**src/rtl/operand_fifo.sv**
```systemverilog
// operand_fifo: circular operand buffer with a registered read port,
// occupancy status, a saturating read counter and sticky overflow/underflow flags.
module operand_fifo #(
    parameter int WIDTH = 32,
    parameter int DEPTH = 8
) (
    input  logic                    clock,
    input  logic                    reset,
    input  logic                    fifo_reset,
    input  logic                    fifo_writeEnable,
    input  logic [WIDTH-1:0]        wdata,
    input  logic                    fifo_readEnable,
    output logic [WIDTH-1:0]        rdata,
    output logic                    rvalid,
    output logic                    full,
    output logic                    empty,
    output logic [$clog2(DEPTH):0]  count,
    output logic [3:0]              acc_count,
    output logic                    ovf,
    output logic                    udf
);
    localparam int AW = $clog2(DEPTH);
    logic [WIDTH-1:0] mem [DEPTH];
    logic [AW-1:0]    wr_ptr, rd_ptr;
    logic             rd_acc, wr_acc;
    // A read frees a slot in the same cycle, so a full FIFO can still take a write alongside it.
    always_comb begin
        full   = count == (AW+1)'(DEPTH);
        empty  = count == '0;
        rd_acc = fifo_readEnable && !empty;
        wr_acc = fifo_writeEnable && (!full || rd_acc);
    end
    always_ff @(posedge clock)
        if (wr_acc && !fifo_reset) mem[wr_ptr] <= wdata;
    always_ff @(posedge clock or negedge reset)
        if (!reset) begin
            wr_ptr    <= '0;
            rd_ptr    <= '0;
            count     <= '0;
            acc_count <= '0;
            rdata     <= '0;
            rvalid    <= 1'b0;
            ovf       <= 1'b0;
            udf       <= 1'b0;
        end else if (fifo_reset) begin
            wr_ptr    <= '0;
            rd_ptr    <= '0;
            count     <= '0;
            acc_count <= '0;
            rvalid    <= 1'b0;
            ovf       <= 1'b0;
            udf       <= 1'b0;
        end else begin
            rvalid <= rd_acc;
            count  <= count + (AW+1)'(wr_acc) - (AW+1)'(rd_acc);
            if (wr_acc) wr_ptr <= wr_ptr + AW'(1);
            if (rd_acc) begin
                rdata  <= mem[rd_ptr];
                rd_ptr <= rd_ptr + AW'(1);
            end
            if (rd_acc && acc_count != 4'd8) acc_count <= acc_count + 4'd1;
            if (fifo_writeEnable && full && !rd_acc) ovf <= 1'b1;
            if (fifo_readEnable && empty) udf <= 1'b1;
        end
endmodule

```
**config.mk**
```make
export PLATFORM = sky130hd
export DESIGN_NAME = operand_fifo
export DESIGN_NICKNAME = d
export VERILOG_FILES = /design/src/rtl/operand_fifo.sv
export SDC_FILE = /design/constraint.sdc
export NUM_CORES = 1
export LEC_CHECK = 0
export ABC_AREA = 1
export CAP_MARGIN = 20
export CORE_ASPECT_RATIO = 1.4
export CORE_MARGIN = 3
export CORE_UTILIZATION = 59
export CTS_BUF_LIST = sky130_fd_sc_hd__clkbuf_16
export CTS_CLUSTER_DIAMETER = 80
export DETAILED_ROUTE_END_ITERATION = 16
export GPL_TIMING_DRIVEN = 0
export PLACE_DENSITY = 0.79
export SKIP_LAST_GASP = 1
export SLEW_MARGIN = 20
export SYNTH_ARGS = -nofsm -noshare
export SYNTH_HDL_FRONTEND = slang
export SYNTH_SLANG_ARGS = --single-unit
```
**constraint.sdc**
```tcl
create_clock -name clock -period 3.8 [get_ports clock]
set_clock_uncertainty 0.05 [all_clocks]
set_input_delay 0.57 -clock clock [delete_from_list [all_inputs] [get_ports clock]]
set_output_delay 0.57 -clock clock [all_outputs]
set_load 0.03 [all_outputs]
```
; ---- After elaboration in Yosys (flattened, before gate mapping)
; Memory sizes are Yosys's and may differ from the RTL's. A register that Yosys moved wholly into a read port is not among the register bits.
; Index checks and enable logic that the tools add are counted.
[classes]
n_addsub = 5
eq_ne = 2
n_mux = 14
bitwise_logic = 1
reduce_logical = 20
[ops]
columns = op, count
row1 = $mux 3, 4
row2 = $mux 4, 3
row3 = $reduce_bool 2->1, 5
row4 = $logic_and 1x1->1, 7
row5 = $mux 1, 7
row6 = $add 3x1->3 const B, 2
row7 = $logic_not 1->1, 5
row8 = $add 4x1->4, 1
row9 = $add 4x1->4 const B, 1
row10 = $eq 4x4->1 const B, 1
row11 = $logic_not 4->1, 1
row12 = $ne 4x4->1 const B, 1
row13 = $sub 4x1->4, 1
row14 = $reduce_and 2->1, 1
row15 = $logic_or 1x1->1, 1
row16 = $not 1->1, 1
[totals]
register_bits = 17
mem_bits_rw = 256
in_bits = 37
mem_count = 1
[memory_table]
columns = memory, words, width, read_ports, rd_ports_with_merged_regs, write_ports, line
row1 = mem, 8, 32, 1, 1, 1, 23  ; logic [WIDTH-1:0] mem [DEPTH];

; ---- Depth between registers and ports, before layout
; Gate-level depths: netlist of the first run.
[depth]
depth_word = 8
depth_mapped = 13
depth_no_buf = 13

; ---- Least setup slack after synthesis of the first run
; No wires, ideal clock.
[synth_path]
path_type = register to register
startpoint = register count[2]
endpoint = memory mem[0][0] (enable)
t_arrival_ns = 2.735
t_required_ns = 3.329
path_slack_ns = 0.594
path_stages_with_launch = 7
n_path_buf = 0
path_cell_list = dfrtp_1 > inv_1 > ha_1 > nor3b_2 > a21oi_1 > nand2_1 > nor2_1
[synth_rtl]
columns = item, line
row1 = start: declaration, 17  ; output logic [$clog2(DEPTH):0] count,
row2 = start signal: assignment, 55  ; count <= count + (AW+1)'(wr_acc) - (AW+1)'(rd_acc);
row3 = $eq 4x4->1, 28  ; full = count == (AW+1)'(DEPTH);
row4 = net full, 15  ; output logic full,
row5 = $logic_not 1->1, 31  ; wr_acc = fifo_writeEnable && (!full || rd_acc);
row6 = $logic_or 1x1->1, 31
row7 = $logic_and 1x1->1, 31
row8 = $logic_and 1x1->1, 34  ; if (wr_acc && !fifo_reset) mem[wr_ptr] <= wdata;
row9 = $mux 1, 34
row10 = $mux 1 (not written as such), 34
row11 = end: declaration, 23
; The timed path passes the listed nets, and every way through them passes these cells.

; ---- Final worst setup path of the first run
[layout_path]
startpoint = register count[2]
endpoint = output port full
[layout_via]
elab_chain_len = 1
[layout_lines]
columns = item, line
row1 = $eq 4x4->1, 28
row2 = end: declaration, 15
; No other way between the ends.

==> impl_metrics.toml, run 1 <==
[outcome]
status = "finished, final reports clean"

[floorplanning]
fp.dieArea_mm2 = 0.0238
start_util = 0.606
die_h_um = 181
die_x_um = 131
rows = 63
coreArea_mm2 = 0.0214
floorplan.io_pins = 82

[clocking]
clk_latency_ns = 0.54
clkSinkCount = 305
root_buffer = "clkbuf_16"
holdBufCountCts = 0
clk_pin_slew_ns = 0.06
numCtsBuffers = 28
tritoncts = "done"
cts_post_setup_buffers_inserted = 0
cts.repair.resized = 0
h-tree-depth = 1
clock_path_buffers = 3

[cells_and_area]
syn_to_final_growth_pct = 18.6
fillerInstances = 1387
final_nets = 1410
final_layout_size_suffix_gt1_frac = 0.0794
n_antenna_cell = 0
fin_cells = 1677

[hold_path]
min_path_type = "in2async"

[global_route]
met3_usage = 0.0331
grt_overflow_total = 0
grt_start_max_net_pins = 50
grt_pass1_wl_um = 50200
grt.busiest_layer = "met2"
grt_use_met2 = 0.505
antenna_found_initial = 0
grt.total_usage = 0.271
first_global_vias = 9493
grtUsageMet1 = 0.317

[detailed_routing]
viasPerCell = 5.52
wire_per_inst_um = 19.5
ant_nets = 0
drtIter0Drc = 1133
drt-pass1-iter-count = 8
routed_wl_um = 32700
dr_total_vias = 9260
drc = 0

[setup_path]
critPathKind = "reg2out"
arrival_ns = 2.19
crit_fanout = 4
critPathCaptureType = "output port"
r2r-end = "mem[3][13]$_DFFE_PP_"
cp_data_required_time_ns = 3.18
startpoint_type = "flop"
rr_worst_depth = 8
worst_r2r_startpoint = "count[2]$_DFF_PN0_"
ff2ff_setup_slack_ns = 1.11

[sta]
fmax_ghz = 0.355
maxSlewHeadroom = 0.460
fin_crit_ns = 2.81
setup_viol = 0
worstMarginPinSlew_ns = 0.810
slew_violations = 0
hold_viol_final = 0
min_period_over_period = 0.741
rsz0062_at_grt = "false"
setup_slack_ns = 0.985

[placed_design]
routabilityCongestion = 0.808
preCtsSetupSlack_ns = 0.724
portBuffers = 80
place_hpwl_um = 21000
dp_cells = 1625

[yosys]
yosysMostFrequentCell = "nand2_1"
synthArstFlopShare = 0.161
yosys-top-cells-area = "edfxtp_1 (59%), nand2_1 (12%), dfrtp_1 (9.5%), nand3_1 (8.0%), inv_1 (6.1%)"
avgSynthCellArea_um2 = 10.4
syn-cell-area_mm2 = 0.0129
yosysTopAreaCell = "edfxtp_1"
synth_common_cells = "nand2_1 (412), edfxtp_1 (256), inv_1 (211), nand3_1 (206), dfrtp_1 (49)"
seq_area_frac_synth = 0.688
synth_cells = 1243
ys_types = 23
yosysWarnings = 0
synth_top_area_share = 0.594
synth_ff_type = "edfxtp_1"
synth_fp_nets = 1290
synth-edff-count = 256
ys_ff_latch = 305

[pwr]
leakagePower_nw = 6.73
p_per_area_mw_per_mm2 = 650
ir_drop_v = 0.000493

[job]
cap_violations = 0
final cells by class:
type                       instances  area, µm²  share of cell area
buffer                            58        292              0.0190
clock buffer                      29        726              0.0473
clock inverter                    23        195              0.0127
inverter                         215        807              0.0526
multi-input combinational        665       3000               0.195
sequential                       305       8910               0.581
tap                              292        365              0.0238
timing repair buffer              90       1060              0.0689
power breakdown:
group | switching, mW | internal (mW) | leakage [nW] | total, mW
Sequential | 0.156 | 3.93 | 2.94 | 4.08
Clock | 1.19 | 1.64 | 0.481 | 2.83
Combinational | 2.03 | 1.04 | 3.31 | 3.06
layout by cell type (no fill, tap or decap), types with 8 or more instances in the layout:
cell               n
nand3_1          206
buf_16             8
ha_1               9
buf_2             41
nand2_1          412
clkbuf_16         29
inv_1            219
nor2_4             8
clkbuf_1           8
dfrtp_1           49
clkdlybuf4s50_1   79
clkinv_1           8
edfxtp_1         256
metal layers:
layer | part of all wire | vias up
li1 | - | 4229
met1 | 0.35 | 4397
met2 | 0.53 | 529
met3 | 0.083 | 105
met4 | 0.038 | 0
met5 | 0 | -
metrics by stage:
stage | util | cell area [µm²] | power [mW] | hold WS [ns] | setup TNS (ns)
after floorplan | - | 12900 | 5.99 | 0.224 | 0
after global placement | 0.661 | 14100 | 7.05 | 0.412 | -223.25
after CTS | 0.719 | 15400 | 9.98 | 0.0497 | 0
after global routing | 0.719 | 15400 | 10.4 | 0.0591 | 0
final | 0.719 | 15400 | 9.98 | 0.0318 | 0
after detailed placement | 0.676 | 14400 | 7.18 | 0.414 | 0
sequential cells by signal (all words and copies together), names as in the netlist:
signal     flops
rdata         32
mem          256
count          4
ovf            1
acc_count      4
wr_ptr         3
rd_ptr         3
rvalid         1
udf            1
worst max path at each step:
| stage | start | to | cells past startpoint | slack, ns |
|---|---|---|---|---|
| 2_1_floorplan | count[2]$_DFF_PN0_ | mem[0][0]$_DFFE_PP_ | 6 | 0.59 |
| 3_3_place_gp | fifo_readEnable | mem[2][14]$_DFFE_PP_ | 5 | -0.96 |
| 3_5_place_dp | fifo_readEnable | mem[3][14]$_DFFE_PP_ | 6 | 0.72 |
| 4_1_cts | count[2]$_DFF_PN0_ | full | 4 | 0.97 |
| 5_1_grt | count[2]$_DFF_PN0_ | full | 4 | 0.89 |
| 6_report | count[2]$_DFF_PN0_ | full | 4 | 0.99 |
kinds of logic (layout without fill, tap and decap cells):
kind of cell	Yosys count	in the layout	synth area share
xor gates and xnor gates	5	5	0.00338
and+or+nand+nor	642	642	0.210
DFF	305	305	0.688
adders and majority gates	10	10	0.0102
AOI/OAI and AO/OA	8	8	0.00309
buffers and inverters	273	415	0.0848
worst max-delay path: stages, from the launching register on:
cell	delay [ns]
dfrtp_1	0.38
inv_1	0.11
ha_1	0.17
nor3b_2	0.26
clkdlybuf4s50_1	0.72
Power figures use the tool's default switching activity.
==> inputs of run 2 (changes only) <==
- clock period: 3.8 -> 2.7 ns (I/O delays scaled with it)
==> impl_metrics.toml, run 2 (same netlist as run 1, synthesis figures left out) <==
[detailed_routing]
drt-pass1-iter-count = 6
drc = 0
ant_nets = 0
dr_total_vias = 9382
viasPerCell = 5.55
drtIter0Drc = 1209
routed_wl_um = 33000
wire_per_inst_um = 19.5

[cells_and_area]
syn_to_final_growth_pct = 19.7
postLayoutCoreUtil = 0.725
largest_reg_flops = 256
final_layout_size_suffix_gt1_frac = 0.0866
top_regs = "mem (256), rdata (32)"
final_nets = 1422
fin_cells = 1689
layout_common_cells = "nand2_1 (412), edfxtp_1 (256), inv_1 (219)"
final_area_mm2 = 0.0155
regMostFlops = "mem"
n_antenna_cell = 0
mostFrequentLayoutCell = "nand2_1"

[pwr]
share_comb_of_total_power = 0.308
leakagePower_nw = 6.82
total_power_mw = 14.1
pwr-share-clk = 0.283
p_per_area_mw_per_mm2 = 908
switching_power_mw = 4.75
p_int_mw = 9.31
ir_drop_v = 0.000695
seq_power_share = 0.409
switching_share = 0.338

[floorplanning]
start_util = 0.606
rows = 63
coreArea_mm2 = 0.0214
floorplan.io_pins = 82
die_x_um = 131
fp.dieArea_mm2 = 0.0238
die_h_um = 181

[global_route]
antenna_found_initial = 0
first_global_vias = 9517
grt_pass1_wl_um = 50300
grt_overflow_total = 0
grt_start_max_net_pins = 50
grt.total_usage = 0.272

[setup_path]
crit_start = "count[2]$_DFF_PN0_"
startpoint_type = "flop"
cp_data_required_time_ns = 2.89
endpoint = "mem[4][14]$_DFFE_PP_"
critPathCaptureType = "flop"
crit_fanout = 18
arrival_ns = 2.77
critPathKind = "reg2reg"
worst_r2r_startpoint = "count[2]$_DFF_PN0_"
ff2ff_setup_slack_ns = 0.12
r2r-end = "mem[4][14]$_DFFE_PP_"
rr_worst_depth = 8

[placed_design]
routabilityCongestion = 0.808
place_hpwl_um = 21000
portBuffers = 80
dp_cells = 1625
preCtsSetupSlack_ns = -0.211
placed_area_mm2 = 0.0144

[hold_path]
min_path_type = "in2reg"
holdPathStages = 2

[sta]
min_period_over_period = 0.956
maxSlewHeadroom = 0.462
fmax_ghz = 0.387
hold_viol_final = 0
worstMarginPinSlew_ns = 0.808
setup_slack_ns = 0.118
slew_violations = 0
setup_viol = 0
fin_crit_ns = 2.58

[job]
cap_violations = 0

[clocking]
clk_pin_slew_ns = 0.06
clock_path_buffers = 3
clk_latency_ns = 0.54
clkSinkCount = 305
h-tree-depth = 1
root_buffer = "clkbuf_16"
tritoncts = "done"
numCtsBuffers = 28

[outcome]
status = "finished, final reports clean"
==> run 2: changes by cell type in the layout (fill, tap and decap cells not counted) <==
cell / previous run / this run
clkdlybuf4s50_1: 79 / 78
dlymetal6s2s_1: 0 / 1
buf_4: 7 / 14
dlygate4sd3_1: 0 / 1
buf_12: 2 / 6
==> run 2: worst min path at each step <==
stage | from | end | slack, ns
3_3_place_gp | rdata[17]$_DFFE_PN0P_ | rdata[17]$_DFFE_PN0P_ | 0.41
4_1_cts | fifo_reset | count[1]$_DFF_PN0_ | 0.13
3_5_place_dp | rdata[19]$_DFFE_PN0P_ | rdata[19]$_DFFE_PN0P_ | 0.41
5_1_grt | fifo_reset | ovf$_DFFE_PN0P_ | 0.14
2_1_floorplan | reset | acc_count[0]$_DFFE_PN0P_ | 0.06
6_report | fifo_reset | count[1]$_DFF_PN0_ | 0.15
==> run 2: routing by layer <==
| layer | up-vias | part of all wire | global-route usage |
|---|---|---|---|
| met1 | 4475 | 0.35 | 0.318 |
| met4 | 0 | 0.040 | 0.114 |
| li1 | 4250 | - | - |
| met5 | - | 0 | 0 |
| met2 | 544 | 0.53 | 0.506 |
| met3 | 113 | 0.084 | 0.0318 |
==> run 2: critical path, stage by stage, from the launching register on <==
cell,delay (ns)
dfrtp_1,0.35
inv_1,0.08
ha_1,0.22
nand3_2,0.12
nand2_4,0.11
nand2_1,0.15
nand4_1,0.35
nor2_4,0.58
buf_12,0.26
==> run 2: power by group through the flow <==
stage | clock [mW] | sequential [mW] | combinational, mW
CTS | 3.98 | 5.75 | 4.31
detailed placement | 0 | 5.84 | 4.27
global placement | 0 | 5.83 | 4.08
global route | 4.20 | 5.80 | 4.69
finish | 3.99 | 5.75 | 4.33
floorplan | 0 | 6.38 | 2.05
==> run 2: through the flow <==
step	setup TNS [ns]	hold slack, ns
floorplan	-127.64	0.0594
global placement	-489.36	0.412
detailed placement	-16.06	0.414
CTS	0	0.132
global route	-0.000309	0.143
finish	0	0.148
==> run 2: cell type report <==
cell class	count	area, µm²
Tap cell	292	365
Timing Repair Buffer	102	1200
Clock buffer	29	726
Fill cell	1362	5860
Sequential cell	305	8910
Clock inverter	23	195
Inverter	215	807
Multi-Input combinational cell	665	3000
Buffer	58	292
==> run 2: what timing repair did <==
item	4_1_cts	5_1_grt
endpoints found under the hold margin	49	0
hold buffers	1	0
resized for setup	0	1
endpoints found under the setup margin	15	69
pin swaps	1	5
setup buffers	2	9
==> inputs of run 3 (changes only) <==
- CORE_UTILIZATION: 59 -> 60
- DONT_BUFFER_PORTS: unset -> 1
- PLACE_DENSITY: 0.79 -> 0.76
==> impl_metrics.toml, run 3 (same netlist as run 1, synthesis figures left out) <==
[placed_design]
placed_area_mm2 = 0.0136
place_hpwl_um = 19800
dp_cells = 1515
portBuffers = 0
routabilityCongestion = 0.807

[global_route]
first_global_vias = 9223
grt_pass1_wl_um = 49100
grt_overflow_total = 0
grt.total_usage = 0.277
grt_start_max_net_pins = 50
antenna_found_initial = 0

[clocking]
root_buffer = "clkbuf_16"
h-tree-depth = 1
clk_latency_ns = 0.55
tritoncts = "done"
clkSinkCount = 305
clk_pin_slew_ns = 0.06
clock_path_buffers = 3
numCtsBuffers = 28

[floorplanning]
floorplan.io_pins = 82
die_h_um = 180
coreArea_mm2 = 0.0212
die_x_um = 130
start_util = 0.611
rows = 63
fp.dieArea_mm2 = 0.0234

[cells_and_area]
postLayoutCoreUtil = 0.717
syn_to_final_growth_pct = 17.4
layout_common_cells = "nand2_1 (412), edfxtp_1 (256), inv_1 (214)"
fillerInstances = 1323
mostFrequentLayoutCell = "nand2_1"
multiInputGateArea_mm2 = 0.00301
final_layout_size_suffix_gt1_frac = 0.0968
n_antenna_cell = 0
final_nets = 1379
fin_cells = 1614
final-seq-area_mm2 = 0.00891
final_area_mm2 = 0.0152
top_regs = "mem (256), rdata (32)"
regMostFlops = "mem"
largest_reg_flops = 256

[pwr]
p_per_area_mw_per_mm2 = 924
pwr-share-clk = 0.319
switching_share = 0.337
seq_power_share = 0.452
share_comb_of_total_power = 0.228
switching_power_mw = 4.73
leakagePower_nw = 6.71
ir_drop_v = 0.000956
p_int_mw = 9.32

[sta]
fin_crit_ns = 2.60
min_period_over_period = 0.963
hold_viol_final = 0
slew_violations = 0
fmax_ghz = 0.385
worstMarginPinSlew_ns = 0.780
maxSlewHeadroom = 0.480
rsz0062_at_grt = "false"
setup_viol = 0

[detailed_routing]
dr_total_vias = 9005
drc = 0
viasPerCell = 5.58
wire_per_inst_um = 19.6
routed_wl_um = 31600
drt-pass1-iter-count = 5
ant_nets = 0
drtIter0Drc = 876

[setup_path]
crit_start = "count[3]$_DFF_PN0_"
worst_r2r_startpoint = "count[3]$_DFF_PN0_"
critPathCaptureType = "flop"
critPathKind = "reg2reg"
cp_data_required_time_ns = 2.89
startpoint_type = "flop"
arrival_ns = 2.78
crit_fanout = 12

[outcome]
status = "finished, final reports clean"

[hold_path]
min_path_type = "in2reg"
hp-start = "fifo_writeEnable"

[job]
cap_violations = 0
## run 3: changes by cell type in the layout (fill, tap and decap cells not counted), moves of 2 or more
| cell | previous run | this run |
|---|---|---|
| clkdlybuf4s50_1 | 78 | 0 |
| bufinv_16 | 4 | 9 |
| dlygate4sd3_1 | 1 | 35 |
| inv_1 | 219 | 214 |
| buf_16 | 8 | 10 |
## run 3: critical path, cell delays in order (launching register included)
cell and delay [ns]:
dfrtp_1 0.54, inv_1 0.09, ha_1 0.24, nand3_2 0.13, nand2_4 0.11, a21oi_2 0.18, nand2_1 0.31, nor2_4 0.27
buf_16 0.17, buf_8 0.18
## run 3: timing repair
action                     in CTS  in global routing
buffers inserted                9                  2
hold endpoints to repair      309                  0
hold buffers                   36                  0
gates resized for setup         1                  2
setup endpoints to repair     176                 50
pin swaps                       7                  1
## run 3: per-layer routing
metal  wire (µm)  up-vias  GRT usage
met5           0        -          0
met4        1410        0      0.131
met3        2780      110     0.0440
met2       16200      507      0.474
met1       11200     4226      0.340
li1            -     4162          -
## run 3: worst paths after layout
kind,to,slack (ns),cells after the start
max in group asynchronous,rdata[12]$_DFFE_PN0P_,2.02,2
max reg2reg,mem[0][12]$_DFFE_PP_,0.10,9
max,mem[0][12]$_DFFE_PP_,0.10,9
min,wr_ptr[1]$_DFFE_PN0P_,0.04,3
min reg2reg,rdata[20]$_DFFE_PN0P_,0.60,6
min in group asynchronous,wr_ptr[2]$_DFFE_PN0P_,0.32,2
## run 3: metrics by stage
stage          TNS (ns)  worst slack [ns]  power, mW  hold WS (ns)
2_1_floorplan   -127.64            -0.506       8.44        0.0594
3_3_place_gp    -479.20             -1.95       9.27        0.0614
3_5_place_dp     -20.54            -0.236       9.42        0.0616
4_1_cts               0            0.0271       14.0        0.0267
5_1_grt               0            0.0231       14.7        0.0356
6_report              0             0.101       14.0        0.0364
## run 3: final cells by class
| type | count | share of cell area |
|---|---|---|
| flip-flops and latches | 305 | 0.586 |
| repair buffers | 59 | 0.0527 |
| multi-input cells | 665 | 0.198 |
| clock buffers | 29 | 0.0477 |
| well taps | 260 | 0.0214 |
| plain buffers | 58 | 0.0192 |
| inverters | 215 | 0.0531 |
| clock inverters | 23 | 0.0218 |
## run 3: power by group through the flow
stage          Sequential [mW]  Combinational, mW  Clock, mW
6_report                  6.35               3.21       4.49
5_1_grt                   6.39               3.57       4.74
4_1_cts                   6.36               3.15       4.48
3_5_place_dp              6.45               2.97          0
3_3_place_gp              6.45               2.82          0
2_1_floorplan             6.38               2.05          0
